**config.mk**
```make
export PLATFORM = sky130hd
export DESIGN_NAME = uart_rx_monitor_flat
export DESIGN_NICKNAME = d
export VERILOG_FILES = /design/src/rtl/uart_rx_monitor_pkg.sv /design/src/rtl/uart_rx_monitor_if.sv /design/src/rtl/uart_rx_monitor_fifo.sv /design/src/rtl/uart_rx_monitor.sv /design/src/flat_wrapper.sv
export SDC_FILE = /design/constraint.sdc
export NUM_CORES = 1
export LEC_CHECK = 0
export CAP_MARGIN = 30
export CORE_MARGIN = 2
export CORE_UTILIZATION = 50
export DETAILED_ROUTE_END_ITERATION = 12
export GPL_TIMING_DRIVEN = 0
export PLACE_DENSITY = 0.68
export SLEW_MARGIN = 20
export SYNTH_ARGS = -nofsm -noshare
export SYNTH_HDL_FRONTEND = slang
export SYNTH_HIERARCHICAL = 1
export SYNTH_SLANG_ARGS = --single-unit
```
**constraint.sdc**
```tcl
create_clock -name CLK -period 7.5 [get_ports CLK]
set_input_delay 1.5 -clock CLK [delete_from_list [all_inputs] [get_ports CLK]]
set_output_delay 1.5 -clock CLK [all_outputs]
set_load 0.01 [all_outputs]
```
**src/rtl/uart_rx_monitor_pkg.sv**
```systemverilog
// Shared definitions for the UART receive monitor.
//   rx_state_e      : receive FSM state encoding
//   CMD_*           : ESC-prefixed control byte values understood by the decoder
package uart_rx_monitor_pkg;

  typedef enum logic [2:0] {
    ST_IDLE,
    ST_START,
    ST_DATA,
    ST_STOP,
    ST_BRK_WAIT
  } rx_state_e;

  localparam logic [7:0] CMD_ESC     = 8'h1B;
  localparam logic [7:0] CMD_DBG_EN  = 8'h11;
  localparam logic [7:0] CMD_DBG_DIS = 8'h12;
  localparam logic [7:0] CMD_SIM_END = 8'h04;

endpackage

```
**src/rtl/uart_rx_monitor_if.sv**
```systemverilog
// Byte stream handshake between the UART monitor and its consumer.
//   RX_DATA  : head byte of the receive FIFO
//   RX_VALID : FIFO non-empty
//   RX_READY : consumer pops the head when high together with RX_VALID
// master = the monitor (producer), slave = the logger/checker (consumer).
interface uart_rx_monitor_if;
  logic [7:0] RX_DATA;
  logic       RX_VALID;
  logic       RX_READY;

  modport master (output RX_DATA, output RX_VALID, input RX_READY);
  modport slave  (input RX_DATA, input RX_VALID, output RX_READY);
endinterface

```
**src/rtl/uart_rx_monitor_fifo.sv**
```systemverilog
// Synchronous first-word-fall-through byte FIFO with occupancy and overrun.
//   clk, rst_n : clock, async active-low reset
//   push       : write request, push_data the byte to store
//   pop_req    : consumer ready; a pop happens when valid && pop_req
//   rdata      : head byte (mem[rd_ptr]), valid : count != 0
//   count      : occupancy 0..DEPTH
//   overrun    : single-cycle pulse when a push is rejected (FIFO full, no pop)
module uart_rx_monitor_fifo #(
  parameter int DEPTH = 8,
  parameter int AW    = 3
) (
  input  logic          clk,
  input  logic          rst_n,
  input  logic          push,
  input  logic [7:0]    push_data,
  input  logic          pop_req,
  output logic [7:0]    rdata,
  output logic          valid,
  output logic [AW:0]   count,
  output logic          overrun
);

  localparam logic [AW:0] DEPTH_C = (AW+1)'(DEPTH);

  logic [7:0]    mem_q [DEPTH];
  logic [AW-1:0] wr_ptr_q, wr_ptr_d;
  logic [AW-1:0] rd_ptr_q, rd_ptr_d;
  logic [AW:0]   count_q, count_d;
  logic          pop, push_ok;

  always_comb begin
    pop      = (count_q != '0) && pop_req;
    // A pop in the same cycle frees a slot, so a full FIFO still accepts.
    push_ok  = push && ((count_q < DEPTH_C) || pop);
    wr_ptr_d = push_ok ? wr_ptr_q + 1'b1 : wr_ptr_q;
    rd_ptr_d = pop ? rd_ptr_q + 1'b1 : rd_ptr_q;
    count_d  = count_q + {{AW{1'b0}}, push_ok} - {{AW{1'b0}}, pop};
  end

  always_ff @(posedge clk or negedge rst_n) begin
    if (!rst_n) begin
      wr_ptr_q <= '0;
      rd_ptr_q <= '0;
      count_q  <= '0;
    end else begin
      wr_ptr_q <= wr_ptr_d;
      rd_ptr_q <= rd_ptr_d;
      count_q  <= count_d;
    end
  end

  // NOTE: storage is deliberately not reset; count/pointers alone define
  // which entries are meaningful, and an unreset array maps to plain RAM.
  always_ff @(posedge clk) begin
    if (push_ok) mem_q[wr_ptr_q] <= push_data;
  end

  assign rdata   = mem_q[rd_ptr_q];
  assign valid   = (count_q != '0);
  assign count   = count_q;
  assign overrun = push && !push_ok;

endmodule

```
**src/rtl/uart_rx_monitor.sv**
```systemverilog
// UART 8N1 receive monitor for the MCU stdout line.
//   CLK, RESETn          : clock, async active-low reset
//   RXD                  : serial input, idle high, asynchronous to CLK
//   rx_if (master)       : RX_DATA / RX_VALID / RX_READY byte stream out of the FIFO
//   FIFO_COUNT           : FIFO occupancy
//   OVERRUN, FRAME_ERR   : sticky error flags, cleared by CLR_ERR (set wins)
//   DEBUG_TESTER_ENABLE  : ESC 0x11 sets, ESC 0x12 clears
//   SIMULATIONEND        : ESC 0x04 sets, only reset clears
// Bytes are sampled mid-bit with a down counter; completed bytes pass through
// an ESC command decoder and ordinary bytes are pushed into the FIFO.
module uart_rx_monitor
  import uart_rx_monitor_pkg::*;
#(
  parameter int BAUD_DIV   = 16,
  parameter int FIFO_DEPTH = 8,
  parameter int FIFO_AW    = 3
) (
  input  logic               CLK,
  input  logic               RESETn,
  input  logic               RXD,
  uart_rx_monitor_if.master  rx_if,
  output logic [FIFO_AW:0]   FIFO_COUNT,
  output logic               OVERRUN,
  output logic               FRAME_ERR,
  input  logic               CLR_ERR,
  output logic               DEBUG_TESTER_ENABLE,
  output logic               SIMULATIONEND
);

  localparam int              CW      = $clog2(BAUD_DIV);
  localparam logic [CW-1:0]   HALF_M1 = CW'(BAUD_DIV/2 - 1);
  localparam logic [CW-1:0]   FULL_M1 = CW'(BAUD_DIV - 1);

  // Two-flop synchroniser; reset high so an idle line sees no false start.
  logic rxd_meta_q, rxd_s_q;

  always_ff @(posedge CLK or negedge RESETn) begin
    if (!RESETn) begin
      rxd_meta_q <= 1'b1;
      rxd_s_q    <= 1'b1;
    end else begin
      rxd_meta_q <= RXD;
      rxd_s_q    <= rxd_meta_q;
    end
  end

  // ---------------- receive FSM ----------------
  rx_state_e     state_q, state_d;
  logic [CW-1:0] cnt_q, cnt_d;
  logic [2:0]    bit_q, bit_d;
  logic [7:0]    shift_q, shift_d;
  logic          expiry;
  logic          byte_done, frame_err_set;

  assign expiry = (cnt_q == '0);

  // NOTE: sequential state uses non-blocking assignments only, so every
  // flop samples the values present before the edge.
  always_ff @(posedge CLK or negedge RESETn) begin
    if (!RESETn) begin
      state_q <= ST_IDLE;
      cnt_q   <= '0;
      bit_q   <= '0;
      shift_q <= '0;
    end else begin
      state_q <= state_d;
      cnt_q   <= cnt_d;
      bit_q   <= bit_d;
      shift_q <= shift_d;
    end
  end

  // NOTE: every signal gets a default before the case so no latch is inferred.
  always_comb begin
    state_d = state_q;
    cnt_d   = cnt_q - CW'(1);
    bit_d   = bit_q;
    shift_d = shift_q;
    case (state_q)
      ST_IDLE: begin
        cnt_d = cnt_q;
        if (!rxd_s_q) begin
          state_d = ST_START;
          cnt_d   = HALF_M1;   // first sample lands mid start bit
        end
      end
      ST_START: if (expiry) begin
        cnt_d = FULL_M1;
        if (rxd_s_q) state_d = ST_IDLE;   // glitch, not a start bit
        else begin
          state_d = ST_DATA;
          bit_d   = '0;
        end
      end
      ST_DATA: if (expiry) begin
        cnt_d   = FULL_M1;
        shift_d = {rxd_s_q, shift_q[7:1]};   // LSB first
        bit_d   = bit_q + 3'd1;
        if (bit_q == 3'd7) state_d = ST_STOP;
      end
      ST_STOP: if (expiry) begin
        cnt_d   = FULL_M1;
        state_d = rxd_s_q ? ST_IDLE : ST_BRK_WAIT;
      end
      ST_BRK_WAIT: begin
        cnt_d = cnt_q;
        if (rxd_s_q) state_d = ST_IDLE;
      end
      default: state_d = ST_IDLE;
    endcase
  end

  always_comb begin
    byte_done     = (state_q == ST_STOP) && expiry &&  rxd_s_q;
    frame_err_set = (state_q == ST_STOP) && expiry && !rxd_s_q;
  end

  // ---------------- command decoder ----------------
  logic esc_q, esc_d, dbg_q, dbg_d, sim_q, sim_d;
  logic push;

  always_comb begin
    esc_d = esc_q;
    dbg_d = dbg_q;
    sim_d = sim_q;
    push  = 1'b0;
    if (byte_done) begin
      if (!esc_q) begin
        if (shift_q == CMD_ESC) esc_d = 1'b1;
        else                    push  = 1'b1;
      end else begin
        esc_d = 1'b0;
        case (shift_q)
          CMD_DBG_EN:  dbg_d = 1'b1;
          CMD_DBG_DIS: dbg_d = 1'b0;
          CMD_SIM_END: sim_d = 1'b1;
          default:     push  = 1'b1;   // includes ESC ESC -> literal 0x1B
        endcase
      end
    end
  end

  // ---------------- FIFO and sticky errors ----------------
  logic fifo_overrun;
  logic ovr_q, ovr_d, ferr_q, ferr_d;

  uart_rx_monitor_fifo #(.DEPTH(FIFO_DEPTH), .AW(FIFO_AW)) u_fifo (
    .clk       (CLK),
    .rst_n     (RESETn),
    .push      (push),
    .push_data (shift_q),
    .pop_req   (rx_if.RX_READY),
    .rdata     (rx_if.RX_DATA),
    .valid     (rx_if.RX_VALID),
    .count     (FIFO_COUNT),
    .overrun   (fifo_overrun)
  );

  always_comb begin
    ovr_d  = (ovr_q  && !CLR_ERR) || fifo_overrun;
    ferr_d = (ferr_q && !CLR_ERR) || frame_err_set;
  end

  always_ff @(posedge CLK or negedge RESETn) begin
    if (!RESETn) begin
      esc_q  <= 1'b0;
      dbg_q  <= 1'b0;
      sim_q  <= 1'b0;
      ovr_q  <= 1'b0;
      ferr_q <= 1'b0;
    end else begin
      esc_q  <= esc_d;
      dbg_q  <= dbg_d;
      sim_q  <= sim_d;
      ovr_q  <= ovr_d;
      ferr_q <= ferr_d;
    end
  end

  assign OVERRUN             = ovr_q;
  assign FRAME_ERR           = ferr_q;
  assign DEBUG_TESTER_ENABLE = dbg_q;
  assign SIMULATIONEND       = sim_q;

endmodule

```
**src/flat_wrapper.sv**
```systemverilog
// flat-port wrapper written by rule: the top's interface ports become plain ports
module uart_rx_monitor_flat import uart_rx_monitor_pkg::*;
#(
  parameter int BAUD_DIV   = 16,
  parameter int FIFO_DEPTH = 8,
  parameter int FIFO_AW    = 3
)
  (CLK, RESETn, RXD, FIFO_COUNT, OVERRUN, FRAME_ERR, CLR_ERR, DEBUG_TESTER_ENABLE, SIMULATIONEND, rx_if_RX_DATA, rx_if_RX_VALID, rx_if_RX_READY);
  uart_rx_monitor_if rx_if_i ();
  input  logic CLK;
  input  logic RESETn;
  input  logic RXD;
  output logic [FIFO_AW:0] FIFO_COUNT;
  output logic OVERRUN;
  output logic FRAME_ERR;
  input  logic CLR_ERR;
  output logic DEBUG_TESTER_ENABLE;
  output logic SIMULATIONEND;
  output wire logic [$bits(rx_if_i.RX_DATA)-1:0] rx_if_RX_DATA;
  output wire logic [$bits(rx_if_i.RX_VALID)-1:0] rx_if_RX_VALID;
  input wire logic [$bits(rx_if_i.RX_READY)-1:0] rx_if_RX_READY;
  assign rx_if_RX_DATA = rx_if_i.RX_DATA;
  assign rx_if_RX_VALID = rx_if_i.RX_VALID;
  assign rx_if_i.RX_READY = rx_if_RX_READY;
  uart_rx_monitor #(.BAUD_DIV(BAUD_DIV), .FIFO_DEPTH(FIFO_DEPTH), .FIFO_AW(FIFO_AW)) u_core (.CLK(CLK), .RESETn(RESETn), .RXD(RXD), .rx_if(rx_if_i), .FIFO_COUNT(FIFO_COUNT), .OVERRUN(OVERRUN), .FRAME_ERR(FRAME_ERR), .CLR_ERR(CLR_ERR), .DEBUG_TESTER_ENABLE(DEBUG_TESTER_ENABLE), .SIMULATIONEND(SIMULATIONEND));
endmodule
```
==> qor.yml, run 1 <==
synth:
  synth_cells: 260
  yosysTopAreaCellShare_pct: 44.4
  synth-warning-count: 6
  syn_area_sq_um: 4330
  synth_ff_type: "edfxtp_1"
  synthTopCellsByCount: "edfxtp_1, dfrtp_1, mux2_2, mux4_1, inv_1"
  synthMostInstantiatedCell: "edfxtp_1"
  avgSynthCellArea_sq_um: 16.7
  synth_top_area_cell: "edfxtp_1"
  ys_types: 50
  synth_nets: 276
  synth_seq_cells: 99
  yosys-top-cells-area: "edfxtp_1, dfrtp_1, mux4_1"
  ys_seq_area_share_pct: 64.6
  synth_edf_count: 64
  async_flop_share_pct: 35.4
drt:
  wl_per_cell_um: 18.2
  drt-initial-drc-count: 126
  ant_nets: 0
  drc: 0
  via_per_inst: 5.75
  wl_mm: 7.37
  first_pass_iters: 4
  via_count: 2322
floorplan:
  rows: 33
  chipHeight_um: 97.1
  die-width_um: 97.1
  initial_core_util_pct: 52.2
  io-pin-count: 22
  dieArea_sq_um: 9430
  core_sq_um: 8300
grt:
  track_usage_pct: 16.9
  grt_max_degree: 27
  grt_pass1_wl_mm: 12.2
  overflow: 0
  antenna_found_initial: 0
  grt_pass1_vias: 2320
layout:
  diodes: 0
  nFillCells: 629
  layout-drive-gt1-share_pct: 20.1
  final_core_util_pct: 59.1
  fin_nets: 310
  area_growth_pct: 13.2
timing:
  fin_hold_ws_ns: 0.368
  finClkSkew_ns: 0.0135
  relSlewSlack_pct: 39.1
  hold_violations: 0
  fmax_ghz: 0.248
  layout_min_cycle_time_ns: 4.04
  fin_setup_tns_ns: 0
  setup_viol: 0
  tightest_slew_ns: 0.910
  maxSlewViolCount: 0
  rsz0062_at_grt: "no"
  period_share_pct: 53.8
setup_path:
  timing_worst_setup_path_type: "reg -> out"
  end_kind: "output port"
  crit_fanout: 10
  crit_required_ns: 6.00
  arrival_ns: 2.54
  cp-start-kind: "register"
power:
  irDropWorstVdd_mv: 0.208
  powerDensity_nw_per_um2: 307
  p_leak_nw: 1.89
placement:
  gp_congestion: 0.761
  portBuffers: 21
  hpwl_mm: 4.88
cts:
  cts_tree: "yes"
  hold_buffers: 0
  clock-root-buffer: "clkbuf_8"
  clockBufferDepth: 2
  post-cts-setup-buffer-count: 0
  clkLatencyLatePin_ns: 0.36
  htreeDepth: 3
  cts-resized-gates: 0
  numCtsBuffers: 9
  clk_pin_slew_ns: 0.10
  cts_sinks: 99
run:
  max_cap_violations: 0
hold_path:
  hp-class: "reg -> reg"
run_status:
  outcome: "complete, no violations"
[metal layers]
layer	share of wire (%)	up-vias	routed length (um)	GRT usage [%]
met4	0.98	0	72	5.53
met1	45	1187	3290	22.5
met5	0	-	0	0
met2	51	42	3770	28.1
li1	-	1089	-	-
met3	3.3	4	240	3.45
[metrics by stage]
| step | worst slack (ns) | instance area (sq um) | cells | total power, W |
|---|---|---|---|---|
| 2_1_floorplan | 4.40 | 4330 | 260 | 0.00103 |
| 3_3_place_gp | 3.20 | 4670 | 386 | 0.00119 |
| 3_5_place_dp | 3.72 | 4720 | 388 | 0.00121 |
| 4_1_cts | 3.39 | 4900 | 404 | 0.00152 |
| 5_1_grt | 3.32 | 4900 | 404 | 0.00160 |
| 6_report | 3.46 | 4900 | 404 | 0.00150 |
[worst paths after layout]
| path | from | to | slack (ns) | cells after the start |
|---|---|---|---|---|
| setup / recovery | u_core/u_fifo/rd_ptr_q[2]$_DFFE_PN0P_ | rx_if_RX_DATA[0] | 3.46 | 5 |
| hold / removal | u_core/rxd_meta_q$_DFF_PN1_ | u_core/rxd_s_q$_DFF_PN1_ | 0.37 | 0 |
| setup reg to reg | u_core/cnt_q[0]$_DFFE_PN0P_ | u_core/u_fifo/count[2]$_DFF_PN0_ | 4.15 | 11 |
| hold reg to reg | u_core/rxd_meta_q$_DFF_PN1_ | u_core/rxd_s_q$_DFF_PN1_ | 0.37 | 0 |
| max in group asynchronous | RESETn | u_core/rxd_s_q$_DFF_PN1_ | 6.02 | 2 |
| min in group asynchronous | RESETn | u_core/OVERRUN$_DFF_PN0_ | 0.99 | 1 |
[cell type report]
cell class | count | area (sq um) | area share, %
well taps | 105 | 131 | 2.68
clock inverters | 7 | 60.1 | 1.22
repair buffers | 23 | 230 | 4.69
inverters | 15 | 56.3 | 1.15
plain buffers | 9 | 68.8 | 1.40
flip-flops and latches | 99 | 2800 | 57.1
multi-input cells | 137 | 1430 | 29.2
clock buffers | 9 | 124 | 2.53
[cells by family (layout without fill, tap and decap cells)]
logic type / count (synthesis) / after routing / share of synthesized area (%)
flip-flops: 99 / 99 / 64.6
adder cells (fa/ha/maj): 11 / 11 / 3.35
AND/OR/NAND/NOR: 54 / 54 / 8.14
AO/OA/AOI/OAI: 25 / 25 / 3.75
XOR/XNOR: 7 / 7 / 1.41
multiplexers: 40 / 40 / 15.8
buffers and inverters: 24 / 63 / 2.89
[worst max-delay path: stages, from the launching register on]
cell	delay, ns
dfrtp_1	0.33
clkbuf_1	0.37
buf_2	0.37
mux4_1	0.34
mux2_2	0.29
clkdlybuf4s50_1	0.48
[registers in the layout, indices dropped and copies added (netlist names)]
| name | count |
|---|---|
| u_core/DEBUG_TESTER_ENABLE | 1 |
| u_core/FRAME_ERR | 1 |
| u_core/OVERRUN | 1 |
| u_core/SIMULATIONEND | 1 |
| u_core/bit_q | 3 |
| u_core/cnt_q | 4 |
| u_core/esc_q | 1 |
| u_core/rxd_meta_q | 1 |
| u_core/rxd_s_q | 1 |
| u_core/shift_q | 8 |
| u_core/state_q | 3 |
| u_core/u_fifo/count | 4 |
| u_core/u_fifo/mem_q | 64 |
| u_core/u_fifo/rd_ptr_q | 3 |
| u_core/u_fifo/wr_ptr_q | 3 |
[placed cells by master, fill, tap and decap left out, types with 2 or more instances in the layout]
cell type        synthesis  routed
a221oi_1                 3       3
xnor2_1                  5       5
a311oi_1                 2       2
clkbuf_8                 0       9
buf_2                    2       4
mux2i_1                  4       4
mux2_2                  20      20
nand4_1                  3       3
dfrtp_1                 33      33
clkinv_4                 0       4
o21ai_0                  6       6
ha_1                    10      10
xor2_1                   2       2
clkbuf_1                 2       2
nor2_1                  10      10
clkdlybuf4s50_1          0      20
nand2b_1                 5       5
nand3_1                  3       3
nor3_1                   8       4
a21oi_1                  7       7
nor3_2                   0       4
edfxtp_1                64      64
inv_1                   15      15
buf_12                   1       2
nand2_1                  6       6
or4bb_2                  2       2
dfstp_2                  2       2
a21o_1                   2       2
mux4_1                  16      16
buf_6                    2       2
[power by group]
| part | switching [W] | internal [W] |
|---|---|---|
| combinational | 0.000232 | 0.000282 |
| clock | 0.000191 | 0.000126 |
| sequential | 0.0000466 | 0.000626 |
| total | 0.000470 | 0.00103 |
(Power assumes the default switching activity.)
==> run 2, diff against run 1 <==
clock period = 3.8 ns   (was 7.5 ns; I/O delays follow)
==> results of run 2 <==
The final DEF is identical to that of run 1. Status: complete, no violations.
Main changes from that run: setup slack after placement 3.72 ns -> 0.495 ns; setup slack after layout 3.46 ns -> 0.448 ns; hold slack 0.368 ns -> 0.254 ns; start point of the critical path u_core/u_fifo/rd_ptr_q[2]$_DFFE_PN0P_ -> u_core/cnt_q[0]$_DFFE_PN0P_; end point of the critical path rx_if_RX_DATA[0] -> u_core/u_fifo/count[2]$_DFF_PN0_; register-to-register setup slack 4.15 ns -> 0.45 ns; total power 0.00150 W -> 0.00297 W; worst IR drop on VDD 0.208 mV -> 0.410 mV
